===== src/rtl/tmu_divseq.sv =====
// Purpose: time-multiplexed edge-division sequencer; runs one triangle's nine
//          edge divisions serially through a single external tmu_divider11.
// Latency: accept + 1 + sum over jobs of (1 if divisor==0 else D+2) to DONE,
//          where D is the number of cycles the divider holds ready low.
// Backpressure: pipe_ack_o only in IDLE; results held stable in DONE until pipe_ack_i.
//
// Ports:
//   sys_clk, sys_rst        clock, asynchronous active-high reset
//   busy                    high whenever a triangle is in flight or waiting downstream
//   pipe_stb_i/pipe_ack_o   upstream handshake (ack is combinational, IDLE only)
//   dividends/divisors      job k operand at [k*DW +: DW]; job k uses edge k%3
//   positive_i              per-job sign flags, passed through
//   pipe_stb_o/pipe_ack_i   downstream handshake (stb is combinational, DONE only)
//   quotients/remainders    registered results, same packing as dividends
//   positive_o/divisors_o   latched sign flags and divisors
//   div_*                   interface to the shared divider (start, operands, ready, results)

module tmu_divseq #(
  parameter int DW = 11
) (
  input  logic            sys_clk,
  input  logic            sys_rst,
  output logic            busy,

  input  logic            pipe_stb_i,
  output logic            pipe_ack_o,
  input  logic [9*DW-1:0] dividends,
  input  logic [3*DW-1:0] divisors,
  input  logic [8:0]      positive_i,

  output logic            pipe_stb_o,
  input  logic            pipe_ack_i,
  output logic [9*DW-1:0] quotients,
  output logic [9*DW-1:0] remainders,
  output logic [8:0]      positive_o,
  output logic [3*DW-1:0] divisors_o,

  output logic            div_start,
  output logic [DW-1:0]   div_dividend,
  output logic [DW-1:0]   div_divisor,
  input  logic            div_ready,
  input  logic [DW-1:0]   div_quotient,
  input  logic [DW-1:0]   div_remainder
);

  localparam int NJOB  = 9;
  localparam int NEDGE = 3;

  typedef enum logic [2:0] {
    S_IDLE,
    S_ISSUE,
    S_ARM,
    S_WAIT,
    S_DONE
  } state_t;

  state_t        state_q, state_d;
  logic [3:0]    job_q, job_d;
  logic [3:0]    job_nx;
  logic          last_job;
  logic          advance;

  // Latched triangle operands; upstream is free to change after accept.
  logic [DW-1:0] dvd_q [NJOB];
  logic [DW-1:0] dvd_d [NJOB];
  logic [DW-1:0] dvs_q [NEDGE];
  logic [DW-1:0] dvs_d [NEDGE];
  logic [8:0]    pos_q, pos_d;

  // Result slots, written only when a job completes.
  logic [DW-1:0] quo_q [NJOB];
  logic [DW-1:0] quo_d [NJOB];
  logic [DW-1:0] rem_q [NJOB];
  logic [DW-1:0] rem_d [NJOB];

  // Divider operand registers. They are loaded with the operands of the job
  // about to enter ISSUE, so in ISSUE they already hold the current job's
  // operands: the start pulse and its operands are presented together, and
  // the divisor register doubles as the zero-divisor bypass test.
  logic [DW-1:0] opa_q, opa_d;
  logic [DW-1:0] opb_q, opb_d;

  // Edge selector: jobs are ordered dx1,dx2,dx3,du1,...; edge = job mod 3.
  function automatic logic [1:0] edge_of(input logic [3:0] j);
    case (j)
      4'd0, 4'd3, 4'd6: edge_of = 2'd0;
      4'd1, 4'd4, 4'd7: edge_of = 2'd1;
      default:          edge_of = 2'd2;
    endcase
  endfunction

  assign job_nx   = job_q + 4'd1;
  assign last_job = (job_q == 4'd8);

  always_comb begin
    state_d   = state_q;
    job_d     = job_q;
    dvd_d     = dvd_q;
    dvs_d     = dvs_q;
    pos_d     = pos_q;
    quo_d     = quo_q;
    rem_d     = rem_q;
    opa_d     = opa_q;
    opb_d     = opb_q;
    div_start = 1'b0;
    advance   = 1'b0;

    case (state_q)
      S_IDLE: begin
        if (pipe_stb_i) begin
          for (int k = 0; k < NJOB; k++) begin
            dvd_d[k] = dividends[k*DW +: DW];
          end
          for (int e = 0; e < NEDGE; e++) begin
            dvs_d[e] = divisors[e*DW +: DW];
          end
          pos_d   = positive_i;
          job_d   = 4'd0;
          // Job 0 operands come straight from the ports, the latches are
          // being written in this same cycle.
          opa_d   = dividends[DW-1:0];
          opb_d   = divisors[DW-1:0];
          state_d = S_ISSUE;
        end
      end

      S_ISSUE: begin
        if (opb_q == '0) begin
          // Zero divisor never reaches the divider: q=0, r=dividend.
          quo_d[job_q] = '0;
          rem_d[job_q] = opa_q;
          advance      = 1'b1;
        end else if (div_ready) begin
          div_start = 1'b1;
          state_d   = S_ARM;
        end
      end

      // The divider drops ready one edge after start, so ready seen here may
      // still be the stale idle indication; skip one cycle before watching it.
      S_ARM: state_d = S_WAIT;

      S_WAIT: begin
        if (div_ready) begin
          quo_d[job_q] = div_quotient;
          rem_d[job_q] = div_remainder;
          advance      = 1'b1;
        end
      end

      S_DONE: begin
        if (pipe_ack_i) begin
          state_d = S_IDLE;
        end
      end

      default: state_d = S_IDLE;
    endcase

    if (advance) begin
      if (last_job) begin
        state_d = S_DONE;
      end else begin
        job_d   = job_nx;
        opa_d   = dvd_q[job_nx];
        opb_d   = dvs_q[edge_of(job_nx)];
        state_d = S_ISSUE;
      end
    end
  end

  always_ff @(posedge sys_clk or posedge sys_rst) begin
    if (sys_rst) begin
      state_q <= S_IDLE;
      job_q   <= 4'd0;
      pos_q   <= '0;
      opa_q   <= '0;
      opb_q   <= '0;
      for (int k = 0; k < NJOB; k++) begin
        dvd_q[k] <= '0;
        quo_q[k] <= '0;
        rem_q[k] <= '0;
      end
      for (int e = 0; e < NEDGE; e++) begin
        dvs_q[e] <= '0;
      end
    end else begin
      state_q <= state_d;
      job_q   <= job_d;
      pos_q   <= pos_d;
      opa_q   <= opa_d;
      opb_q   <= opb_d;
      dvd_q   <= dvd_d;
      dvs_q   <= dvs_d;
      quo_q   <= quo_d;
      rem_q   <= rem_d;
    end
  end

  assign busy         = (state_q != S_IDLE);
  assign pipe_ack_o   = (state_q == S_IDLE);
  assign pipe_stb_o   = (state_q == S_DONE);
  assign div_dividend = opa_q;
  assign div_divisor  = opb_q;
  assign positive_o   = pos_q;

  for (genvar g = 0; g < NJOB; g++) begin : g_pack_res
    assign quotients[g*DW +: DW]  = quo_q[g];
    assign remainders[g*DW +: DW] = rem_q[g];
  end

  for (genvar g = 0; g < NEDGE; g++) begin : g_pack_dvs
    assign divisors_o[g*DW +: DW] = dvs_q[g];
  end

endmodule

===== config.mk =====
export PLATFORM = sky130hd
export DESIGN_NAME = tmu_divseq
export DESIGN_NICKNAME = d
export VERILOG_FILES = /design/src/rtl/tmu_divseq.sv
export SDC_FILE = /design/constraint.sdc
export NUM_CORES = 1
export LEC_CHECK = 0
export ABC_AREA = 1
export CAP_MARGIN = 5
export CORE_ASPECT_RATIO = 0.7
export CORE_UTILIZATION = 40
export CTS_CLUSTER_SIZE = 12
export DETAILED_ROUTE_END_ITERATION = 8
export PLACE_DENSITY_LB_ADDON = 0.05
export SLEW_MARGIN = 20
export SYNTH_ARGS = -nofsm -noshare
export SYNTH_HDL_FRONTEND = slang
export SYNTH_SLANG_ARGS = --single-unit

===== constraint.sdc =====
create_clock -name sys_clk -period 11.5 [get_ports sys_clk]
set_input_delay 1.725 -clock sys_clk [delete_from_list [all_inputs] [get_ports sys_clk]]
set_output_delay 1.725 -clock sys_clk [all_outputs]
set_load 0.03 [all_outputs]

==> flow_metrics.tcl <==
set metrics [dict create \
    finalPower_w 0.00553 \
    io_pins 434 \
    clock_path_buffers 3 \
    hold_ws_ns 0.464 \
    routed_via_density 4.96 \
    final_cell_count_no_fill 2784 \
    min_period_over_period 0.429 \
    yosysWarnings 0 \
    synth_cell_types 30 \
    synthesis.nets 2046 \
    synth.avg_cell_area_um2 8.27 \
    grt_pass1_wl_um 81700 \
    vias 13800 \
    yosysTopAreaCell "dfrtp_1" \
    cts_resized 0 \
    slew_headroom 0.303 \
    ys_ff_latch 368 \
    dieArea_um2 39500 \
    seq_area_frac_synth 0.595 \
    gp_congestion 0.853 \
    cts_setup_buffers 0 \
    die_y_um 167 \
    min-delay-start "dvd_q[49]$_DFFE_PP0P_" \
    dp.final_hpwl_um 37600 \
    drt-pass1-iter-count 5 \
    wl_um 53100 \
    wl_per_cell_um 19.1 \
    hp-class "reg -> reg" \
    required_ns 9.78 \
    vdd_drop_max_uv 130 \
    cts_sinks 368 \
    cp.arrival_ns 3.21 \
    cpLargestDelayFamily "buffers and inverters" \
    setup_total_negative_slack_ns 0 \
    fmax_ghz 0.203 \
    clock_latency_ns 0.54 \
    rsz0062_at_grt "no" \
    ant_nets 0 \
    timing.rr.start "job_q[0]$_DFF_PP0_" \
    first_iter_violations 1142 \
    crit_fanout 3 \
    nNetsFinal 2439 \
    start_util 0.411 \
    crit_type "in -> out" \
    num_rows 59 \
    ys_top_cells_by_area "dfrtp_1, nand2_1, o21ai_0, inv_1, nor2_1" \
    multi_input_area_um2 5410 \
    final_core_util 0.566 \
    endpoint_kind "output pin" \
    critPathLaunch "div_ready" \
    setup_viol 0 \
    io_buffers 433 \
    max_stage_delay_ns 0.72 \
    seq_area_um2 9210 \
    worst_path_most_repeated_cell "clkdlybuf4s50_1" \
    drc 0 \
    ctsRootBufferMaster "clkbuf_16" \
    worstSetupStartpointType "input port" \
    drive_gt1_frac 0.0385 \
    cap_viol_max_count 0 \
    final_common_cell "nand2_1" \
    powerDensity_nw_per_um2 259 \
    grt_antenna_before_repair 10 \
    fillCellCount 3467 \
    cts.clk_slew.worst_paths_ns 0.06 \
    synth_area_um2 15500 \
    cts_inserted_buffers 38 \
    synth_top_area_frac 0.595 \
    crit_slowest_cell "clkdlybuf4s50_1" \
    fin_crit_ns 4.93 \
    status "completed" \
    area_delta_synth_final_pct 37.7 \
    fin_skew_ns 0.0244 \
    grt_pass1_vias 13500 \
    holdBufCountCts 0 \
    drv_slew 0 \
    worstPathCellList "clkdlybuf4s50_1, inv_1, nor2_1, clkdlybuf4s50_1" \
    layout_common_cells "nand2_1, clkdlybuf4s50_1, dfrtp_1, o21ai_0, inv_1" \
    leakagePower_nw 10.4 \
    dp.cells 2714 \
    worst-path-buf-inv 3 \
    tightest_slew_ns 1.05 \
    grt_max_degree 107 \
    grt_use_total 0.270 \
    syn_inst 1873 \
    htree_levels 2 \
    grt.overflow.total 0 \
    core_area_um2 37600 \
    die_x_um 237 \
    cts_tree "built" \
    hold_viol 0 \
]
-- cell usage after synthesis (all sizes together) --
master and n:
nand2 855, dfrtp 368, o21ai 211, inv 116, nor2 101, clkbuf 55, buf 46, nand3 39
a21oi 33, nand4 12, o22ai 12, o21a 10, ha 5, nor3 4, and2 1, clkinv 1
o2111ai 1, or2 1, xnor2 1, xor2 1
-- where the power goes --
group | leakage, nW | internal (W) | switching, W
clock | 0.552 | 0.000675 | 0.000501
combinational | 5.26 | 0.000818 | 0.00154
sequential | 4.60 | 0.00171 | 0.000278
-- worst reg2reg max path: stages (launching register included) --
cell	delay [ns]
dfrtp_2	1.02
inv_1	0.10
buf_4	0.30
ha_1	0.29
or2_2	0.29
nand3_1	0.09
nand2_1	0.32
nor2_1	0.84
clkinv_1	0.56
nand3_1	0.19
nand2_1	0.08
nand2_1	0.05
-- cells by family (layout without fill, tap and decap cells) --
group / after synthesis / in the layout / share of synthesized area
AOI/OAI and AO/OA: 267 / 267 / 0.0891
xor gates and xnor gates: 2 / 2 / 0.00113
adders and majority gates: 5 / 5 / 0.00404
buffers and inverters: 218 / 631 / 0.0568
DFF: 368 / 368 / 0.595
other: 0 / 10 / 0
and+or+nand+nor: 1013 / 1013 / 0.254
-- routing by layer --
| metal | GRT usage | routed length, um | up-vias |
|---|---|---|---|
| li1 | - | - | 6624 |
| met1 | 0.385 | 24000 | 6643 |
| met2 | 0.400 | 23000 | 461 |
| met3 | 0.0748 | 4660 | 82 |
| met4 | 0.0856 | 1480 | 2 |
| met5 | 0 | 13 | - |
-- registers in the layout, summed over array words and instances, names as in the netlist --
signal	cells
dvd_q	99
quotients	99
remainders	99
divisors_o	33
div_dividend	11
div_divisor	11
positive_o	9
job_q	4
state_q	3
-- worst paths after layout --
kind / depth (start not counted) / slack, ns / to
min in group asynchronous: 2 / 1.61 / remainders[5]$_DFFE_PP0P_
max in group asynchronous: 4 / 7.69 / quotients[37]$_DFFE_PP0P_
hold / removal: 2 / 0.46 / dvd_q[49]$_DFFE_PP0P_
setup reg to reg: 11 / 7.30 / div_divisor[7]$_DFF_PP0_
hold reg to reg: 2 / 0.46 / dvd_q[49]$_DFFE_PP0P_
setup / recovery: 4 / 6.57 / div_start
-- stage by stage --
step | worst slack, ns | area, um^2
global placement | 6.58 | 20200
finish | 6.57 | 21300
global route | 6.51 | 21300
CTS | 6.53 | 21300
detailed placement | 6.54 | 20200
floorplan | 4.84 | 15500
-- layout make-up --
cell class,count,area share
flip-flops and latches,368,0.432
multi-input cells,1287,0.253
repair buffers,454,0.211
clock buffers,58,0.0515
well taps,488,0.0286
inverters,117,0.0209
clock inverters,2,0.00182
diodes,10,0.00117
Power figures use the tool's default switching activity.
